## src/rtl/digit_entry_pkg.sv

```systemverilog
// Shared constants and state encoding for the keypad digit-entry buffer.
package digit_entry_pkg;

    localparam int KEY_BKSP      = 10;
    localparam int KEY_ENTER     = 11;
    localparam int KEY_CLR       = 12;
    localparam int DEFAULT_BLANK = 16;
    localparam int DEFAULT_ERRC  = 17;

    typedef enum logic [2:0] {
        S_IDLE,
        S_ENTRY,
        S_CONV,
        S_DONE,
        S_ERROR
    } state_t;

endpackage

```

## src/rtl/bcd_mac10.sv

```systemverilog
// Combinational multiply-by-ten-and-add step used by the decimal-to-binary conversion.
module bcd_mac10 #(
    parameter int VW = 10
) (
    input  logic [VW-1:0] i_in,
    input  logic [3:0]    i_d,
    output logic [VW-1:0] o_out
);

    // x*10 = x*8 + x*2, keeps the step a pair of shifts and adds
    assign o_out = (i_in << 3) + (i_in << 1) + VW'(i_d);

endmodule

```

## src/rtl/digit_entry_buffer.sv

```systemverilog
// Keypad digit accumulator: shifting display buffer with backspace/clear, then a
// serial most-significant-first decimal-to-binary conversion with range check on enter.
module digit_entry_buffer
    import digit_entry_pkg::*;
#(
    parameter int NDIG   = 3,
    parameter int DW     = 5,
    parameter int VW     = 10,
    parameter int MAXVAL = 255,
    parameter int BLANK  = DEFAULT_BLANK,
    parameter int ERRC   = DEFAULT_ERRC
) (
    input  logic                         i_clk,
    input  logic                         i_rst,
    input  logic                         i_key_valid,
    input  logic [DW-1:0]                i_key_code,
    output logic                         o_key_ready,
    output logic [NDIG*DW-1:0]           o_dig,
    output logic [$clog2(NDIG+1)-1:0]    o_count,
    output logic [VW-1:0]                o_value,
    output logic                         o_value_valid,
    output logic                         o_busy,
    output logic                         o_err
);

    localparam int CW = $clog2(NDIG + 1);
    localparam int IW = (NDIG > 1) ? $clog2(NDIG) : 1;

    localparam logic [DW-1:0] C_BKSP  = DW'(KEY_BKSP);
    localparam logic [DW-1:0] C_ENTER = DW'(KEY_ENTER);
    localparam logic [DW-1:0] C_CLR   = DW'(KEY_CLR);
    localparam logic [DW-1:0] C_BLANK = DW'(BLANK);
    localparam logic [DW-1:0] C_ERRC  = DW'(ERRC);

    state_t                     r_state;
    logic [NDIG-1:0][DW-1:0]    r_dig;
    logic [CW-1:0]              r_count;
    logic [VW-1:0]              r_value;
    logic                       r_value_valid;
    logic                       r_err;
    logic [VW-1:0]              r_acc;
    logic [IW-1:0]              r_idx;

    logic [NDIG-1:0][DW-1:0]    w_blankDig;
    logic [NDIG-1:0][DW-1:0]    w_errDig;
    logic [VW-1:0]              w_macOut;
    logic                       w_isDigit;

    assign w_blankDig = {NDIG{C_BLANK}};
    assign w_errDig   = {NDIG{C_ERRC}};
    assign w_isDigit  = (i_key_code < DW'(10));

    bcd_mac10 #(.VW(VW)) u_mac (
        .i_in  (r_acc),
        .i_d   (r_dig[r_idx][3:0]),
        .o_out (w_macOut)
    );

    // Keys are only looked at outside CONV, so strobes during a conversion are simply lost
    always_ff @(posedge i_clk or posedge i_rst) begin
        if (i_rst) begin
            r_state       <= S_IDLE;
            r_dig         <= w_blankDig;
            r_count       <= '0;
            r_value       <= '0;
            r_value_valid <= 1'b0;
            r_err         <= 1'b0;
            r_acc         <= '0;
            r_idx         <= '0;
        end else begin
            r_value_valid <= 1'b0;
            if (r_state == S_CONV) begin
                r_acc <= w_macOut;
                r_idx <= r_idx - IW'(1);
                if (r_idx == '0) begin
                    if (w_macOut > VW'(MAXVAL)) begin
                        r_dig   <= w_errDig;
                        r_err   <= 1'b1;
                        r_state <= S_ERROR;
                    end else begin
                        r_value       <= w_macOut;
                        r_value_valid <= 1'b1;
                        r_state       <= S_DONE;
                    end
                end
            end else if (i_key_valid) begin
                if (i_key_code == C_CLR) begin
                    r_dig   <= w_blankDig;
                    r_count <= '0;
                    r_err   <= 1'b0;
                    r_state <= S_IDLE;
                end else if (w_isDigit) begin
                    if (r_state == S_DONE) begin
                        r_dig      <= w_blankDig;
                        r_dig[0]   <= i_key_code;
                        r_count    <= CW'(1);
                        r_state    <= S_ENTRY;
                    end else if ((r_state == S_IDLE || r_state == S_ENTRY) &&
                                 (r_count < CW'(NDIG))) begin
                        r_dig   <= {r_dig[NDIG-2:0], i_key_code};
                        r_count <= r_count + CW'(1);
                        r_state <= S_ENTRY;
                    end
                end else if (i_key_code == C_BKSP && r_state == S_ENTRY) begin
                    r_dig   <= {C_BLANK, r_dig[NDIG-1:1]};
                    r_count <= r_count - CW'(1);
                    if (r_count == CW'(1)) begin
                        r_state <= S_IDLE;
                    end
                end else if (i_key_code == C_ENTER && r_state == S_ENTRY) begin
                    r_acc   <= '0;
                    r_idx   <= IW'(r_count - CW'(1));
                    r_state <= S_CONV;
                end
            end
        end
    end

    assign o_dig         = r_dig;
    assign o_count       = r_count;
    assign o_value       = r_value;
    assign o_value_valid = r_value_valid;
    assign o_err         = r_err;
    assign o_busy        = (r_state == S_CONV);
    assign o_key_ready   = (r_state != S_CONV);

endmodule

```

## config.mk

```make
export PLATFORM = sky130hd
export DESIGN_NAME = digit_entry_buffer
export DESIGN_NICKNAME = d
export VERILOG_FILES = /design/src/rtl/digit_entry_pkg.sv /design/src/rtl/bcd_mac10.sv /design/src/rtl/digit_entry_buffer.sv
export SDC_FILE = /design/constraint.sdc
export NUM_CORES = 1
export LEC_CHECK = 0
export BUFFER_PORTS_ARGS = -buffer_cell sky130_fd_sc_hd__buf_2
export CORE_ASPECT_RATIO = 2
export CORE_UTILIZATION = 58
export CTS_BUF_LIST = sky130_fd_sc_hd__clkbuf_16
export CTS_CLUSTER_SIZE = 8
export DETAILED_ROUTE_END_ITERATION = 10
export PLACE_DENSITY_LB_ADDON = 0.15
export SLEW_MARGIN = 20
export SYNTH_ARGS = -nofsm -noshare
export SYNTH_HDL_FRONTEND = slang
export SYNTH_SLANG_ARGS = --single-unit
```

## constraint.sdc

```tcl
create_clock -name i_clk -period 4.8 [get_ports i_clk]
set_clock_uncertainty 0.05 [all_clocks]
set_input_delay 0.48 -clock i_clk [delete_from_list [all_inputs] [get_ports i_clk]]
set_output_delay 0.48 -clock i_clk [all_outputs]
set_load 0.02 [all_outputs]
```

==> results.yml <==
outcome:
  status: "complete, no violations"
worst_setup_path:
  critPathKind: "reg2reg"
  cp-end-kind: "flop"
  r2r-start: "r_idx[0]$_DFFE_PP0P_"
  r2r_slack_ns: 0.98
  critPathSlowestCell: "dfrtp_1"
  worstPathMaxFanout: 14
  crit_top_cell: "fa_1"
  worstPathArrival_ns: 3.93
  cp_data_required_time_ns: 4.91
  max_stage_delay_ns: 0.56
  setup.worst_path.start_class: "flop"
  rr_worst_depth: 12
  crit_start: "r_idx[0]$_DFFE_PP0P_"
  worstPathCellList: "mux2i_1 -> nor2_1 -> a31oi_1 -> fa_1 -> inv_1 -> fa_1 -> a211oi_1 -> nor4b_1 -> nor3_1 -> buf_4 -> nand4_1 -> mux2_1"
  r2r_end: "o_value[2]$_DFFE_PP0P_"
placement:
  gp_congestion: 0.9218
  place_hpwl_um: 5455
  place_area_mm2: 0.003024
  io_buffers: 38
yosys:
  synth_ff_type: "dfrtp_1"
  synthTopCellsByArea: "dfrtp_1 36%, ha_1 7.6%, mux2_2 4.0%"
  async_flop_share_pct: 100.0
  synth-seq-cells: 43
  synth_cells: 281
  netlist_area_mm2: 0.002800
  synth_area_leader_cell: "dfrtp_1"
  yosysSeqAreaShare_pct: 38.56
  synth_most_common_cell: "dfrtp_1"
  synth.avg_cell_area_um2: 9.965
  syn_nets: 308
  synth.distinct_cells: 60
  synth-edff-count: 0
  yosys_warnings: 0
  synth_top_area_share_pct: 35.75
  synth_common_cells: "40 x dfrtp_1, 18 x nand2_1, 17 x ha_1, 15 x nor2_1, 15 x o21ai_0"
detailed_routing:
  viasPerCell: 6.610
  routed_wl_um: 7206
  drt_first_iter_violations: 76
  drc: 0
  wl_per_cell_um: 19.27
  vias: 2472
  ant_nets: 0
  dr.pass1.iters: 5
power:
  ir_drop_mv: 0.4603
  p_sw_share_pct: 47.30
  p_per_area_mw_per_mm2: 789.7
  leakagePower_nw: 1.640
  combPwrFrac_pct: 57.5
  p_int_w: 0.001329
  p_total_w: 0.002521
  sequentialPowerShare_pct: 27.2
  clockPowerShare_pct: 15.3
  switching_power_w: 0.001193
clock_network:
  cts_tree: "yes"
  post_cts_buffers: 0
  clk_latency_ns: 0.29
  clockBufferDepth: 2
  htree_levels: 2
  clk_pin_slew_ns: 0.06
  clkSinkCount: 43
  root_buffer: "clkbuf_16"
  hold_buffers: 0
  numCtsBuffers: 5
  cts_resized: 0
final_layout:
  antenna_cells: 0
  area_delta_synth_final_pct: 14.03
  nets: 345
  final_area_mm2: 0.003193
  layout-drive-gt1-share_pct: 22.57
run:
  timing.max_cap.violations: 0
timing:
  period_share_pct: 79.50
  tns_ns: 0
  worstMarginPinSlew_ns: 0.7330
  maxSlewHeadroom_pct: 50.68
  hold_viol_final: 0
  period_minus_slack_ns: 3.816
  setup_violations: 0
  fmax_mhz: 262.1
  rsz0062_at_grt: "no"
  slew_viol_final: 0
floorplanning:
  top_level_ports: 39
  die_area_mm2: 0.005126
  std_cell_rows: 35
  die_width_um: 51.13
  die_h_um: 100.3
  start_util_pct: 60.90
  coreArea_mm2: 0.004598
global_routing:
  overflow: 0
  globalRouteTotalUtil_pct: 31.39
  grt_pass1_vias: 2465
  antenna_found_initial: 0
  grt_max_degree: 44
  grt_pass1_wl_um: 11890
min_path:
  hp-class: "in2async"
==> kinds of logic after synthesis <==
logic type	count (synthesis)	share of synthesized area, %
compound gates	85	22.83
xor+xnor	6	1.877
fa+ha+maj	19	9.026
buf+inv	25	3.932
flops	43	38.56
mux	18	6.926
simple gates	85	16.85
==> flip-flops by register name, indices dropped and copies added (netlist names) <==
name / cells
r_idx: 2
o_count: 2
o_value: 10
o_err: 1
r_state: 3
o_dig: 15
r_acc: 9
o_value_valid: 1
==> through the flow <==
step / instances / utilization [%] / hold slack [ns] / setup WS [ns]
global placement: 366 / 65.77 / 0.4161 / 1.109
finish: 374 / 69.44 / 0.2665 / 0.9842
detailed placement: 366 / 65.77 / 0.4347 / 0.9551
global route: 374 / 69.44 / 0.3211 / 0.6647
floorplan: 281 / - / 0.4166 / 1.412
CTS: 374 / 69.44 / 0.2855 / 0.9565
==> layer usage <==
metal | vias to the layer above | share of wire [%] | global-route usage, %
met3 | 32 | 3.4 | 3.485
met2 | 97 | 55 | 55.77
met5 | - | 0 | 0
li1 | 1137 | - | -
met1 | 1206 | 36 | 33.37
met4 | 0 | 5.7 | 20.94
==> critical path: cells and delay by family, from the launching register on <==
family / cells / cell delay, ns
AOI/OAI and AO/OA: 2 / 0.38
adders and majority gates: 2 / 0.96
buffers and inverters: 2 / 0.28
DFF: 1 / 0.56
muxes: 2 / 0.62
and+or+nand+nor: 4 / 0.84
==> cells in the final DEF, fill, tap and decap left out, types with 3 or more instances in the layout <==
cell	instances
a211oi_1	3
a21o_1	3
a21oi_1	12
a221o_1	8
a22o_1	8
a31oi_1	3
and2_1	3
and3_1	13
buf_2	38
buf_4	3
clkbuf_16	5
dfrtp_1	40
dfstp_2	3
ha_1	17
inv_1	13
mux2_2	10
mux2i_1	7
nand2_1	18
nand3_1	4
nand4_1	4
nor2_1	15
nor3_1	7
nor4_1	4
o211a_1	6
o21a_1	3
o21ai_0	15
o21ai_1	3
o22ai_1	4
xnor2_1	4
==> layout make-up <==
cell class              instances  area [um2]
fillers                       386        1405
flip-flops and latches         43        1080
repair buffers                 41       212.7
inverters                      14       52.55
multi-input cells             213        1610
well taps                      55       68.82
clock inverters                 3       43.79
clock buffers                   5       125.1
==> worst max path at each step <==
| stage | end | slack [ns] | cells after the start |
|---|---|---|---|
| after floorplan | o_value[2]$_DFFE_PP0P_ | 1.41 | 13 |
| after global placement | o_value[2]$_DFFE_PP0P_ | 1.11 | 12 |
| after detailed placement | o_value[2]$_DFFE_PP0P_ | 0.96 | 12 |
| after CTS | o_value[2]$_DFFE_PP0P_ | 0.96 | 12 |
| after global routing | o_value[2]$_DFFE_PP0P_ | 0.66 | 11 |
| final | o_value[2]$_DFFE_PP0P_ | 0.98 | 12 |
==> power groups by stage <==
stage	sequential (W)	combinational (W)	clock, W
4_1_cts	0.000681	0.00144	0.000389
6_report	0.000687	0.00145	0.000386
2_1_floorplan	0.000735	0.000992	0
3_5_place_dp	0.000686	0.00143	0
3_3_place_gp	0.000684	0.00141	0
5_1_grt	0.000704	0.00160	0.000402
Note: power is estimated with default switching activity, not from simulation.
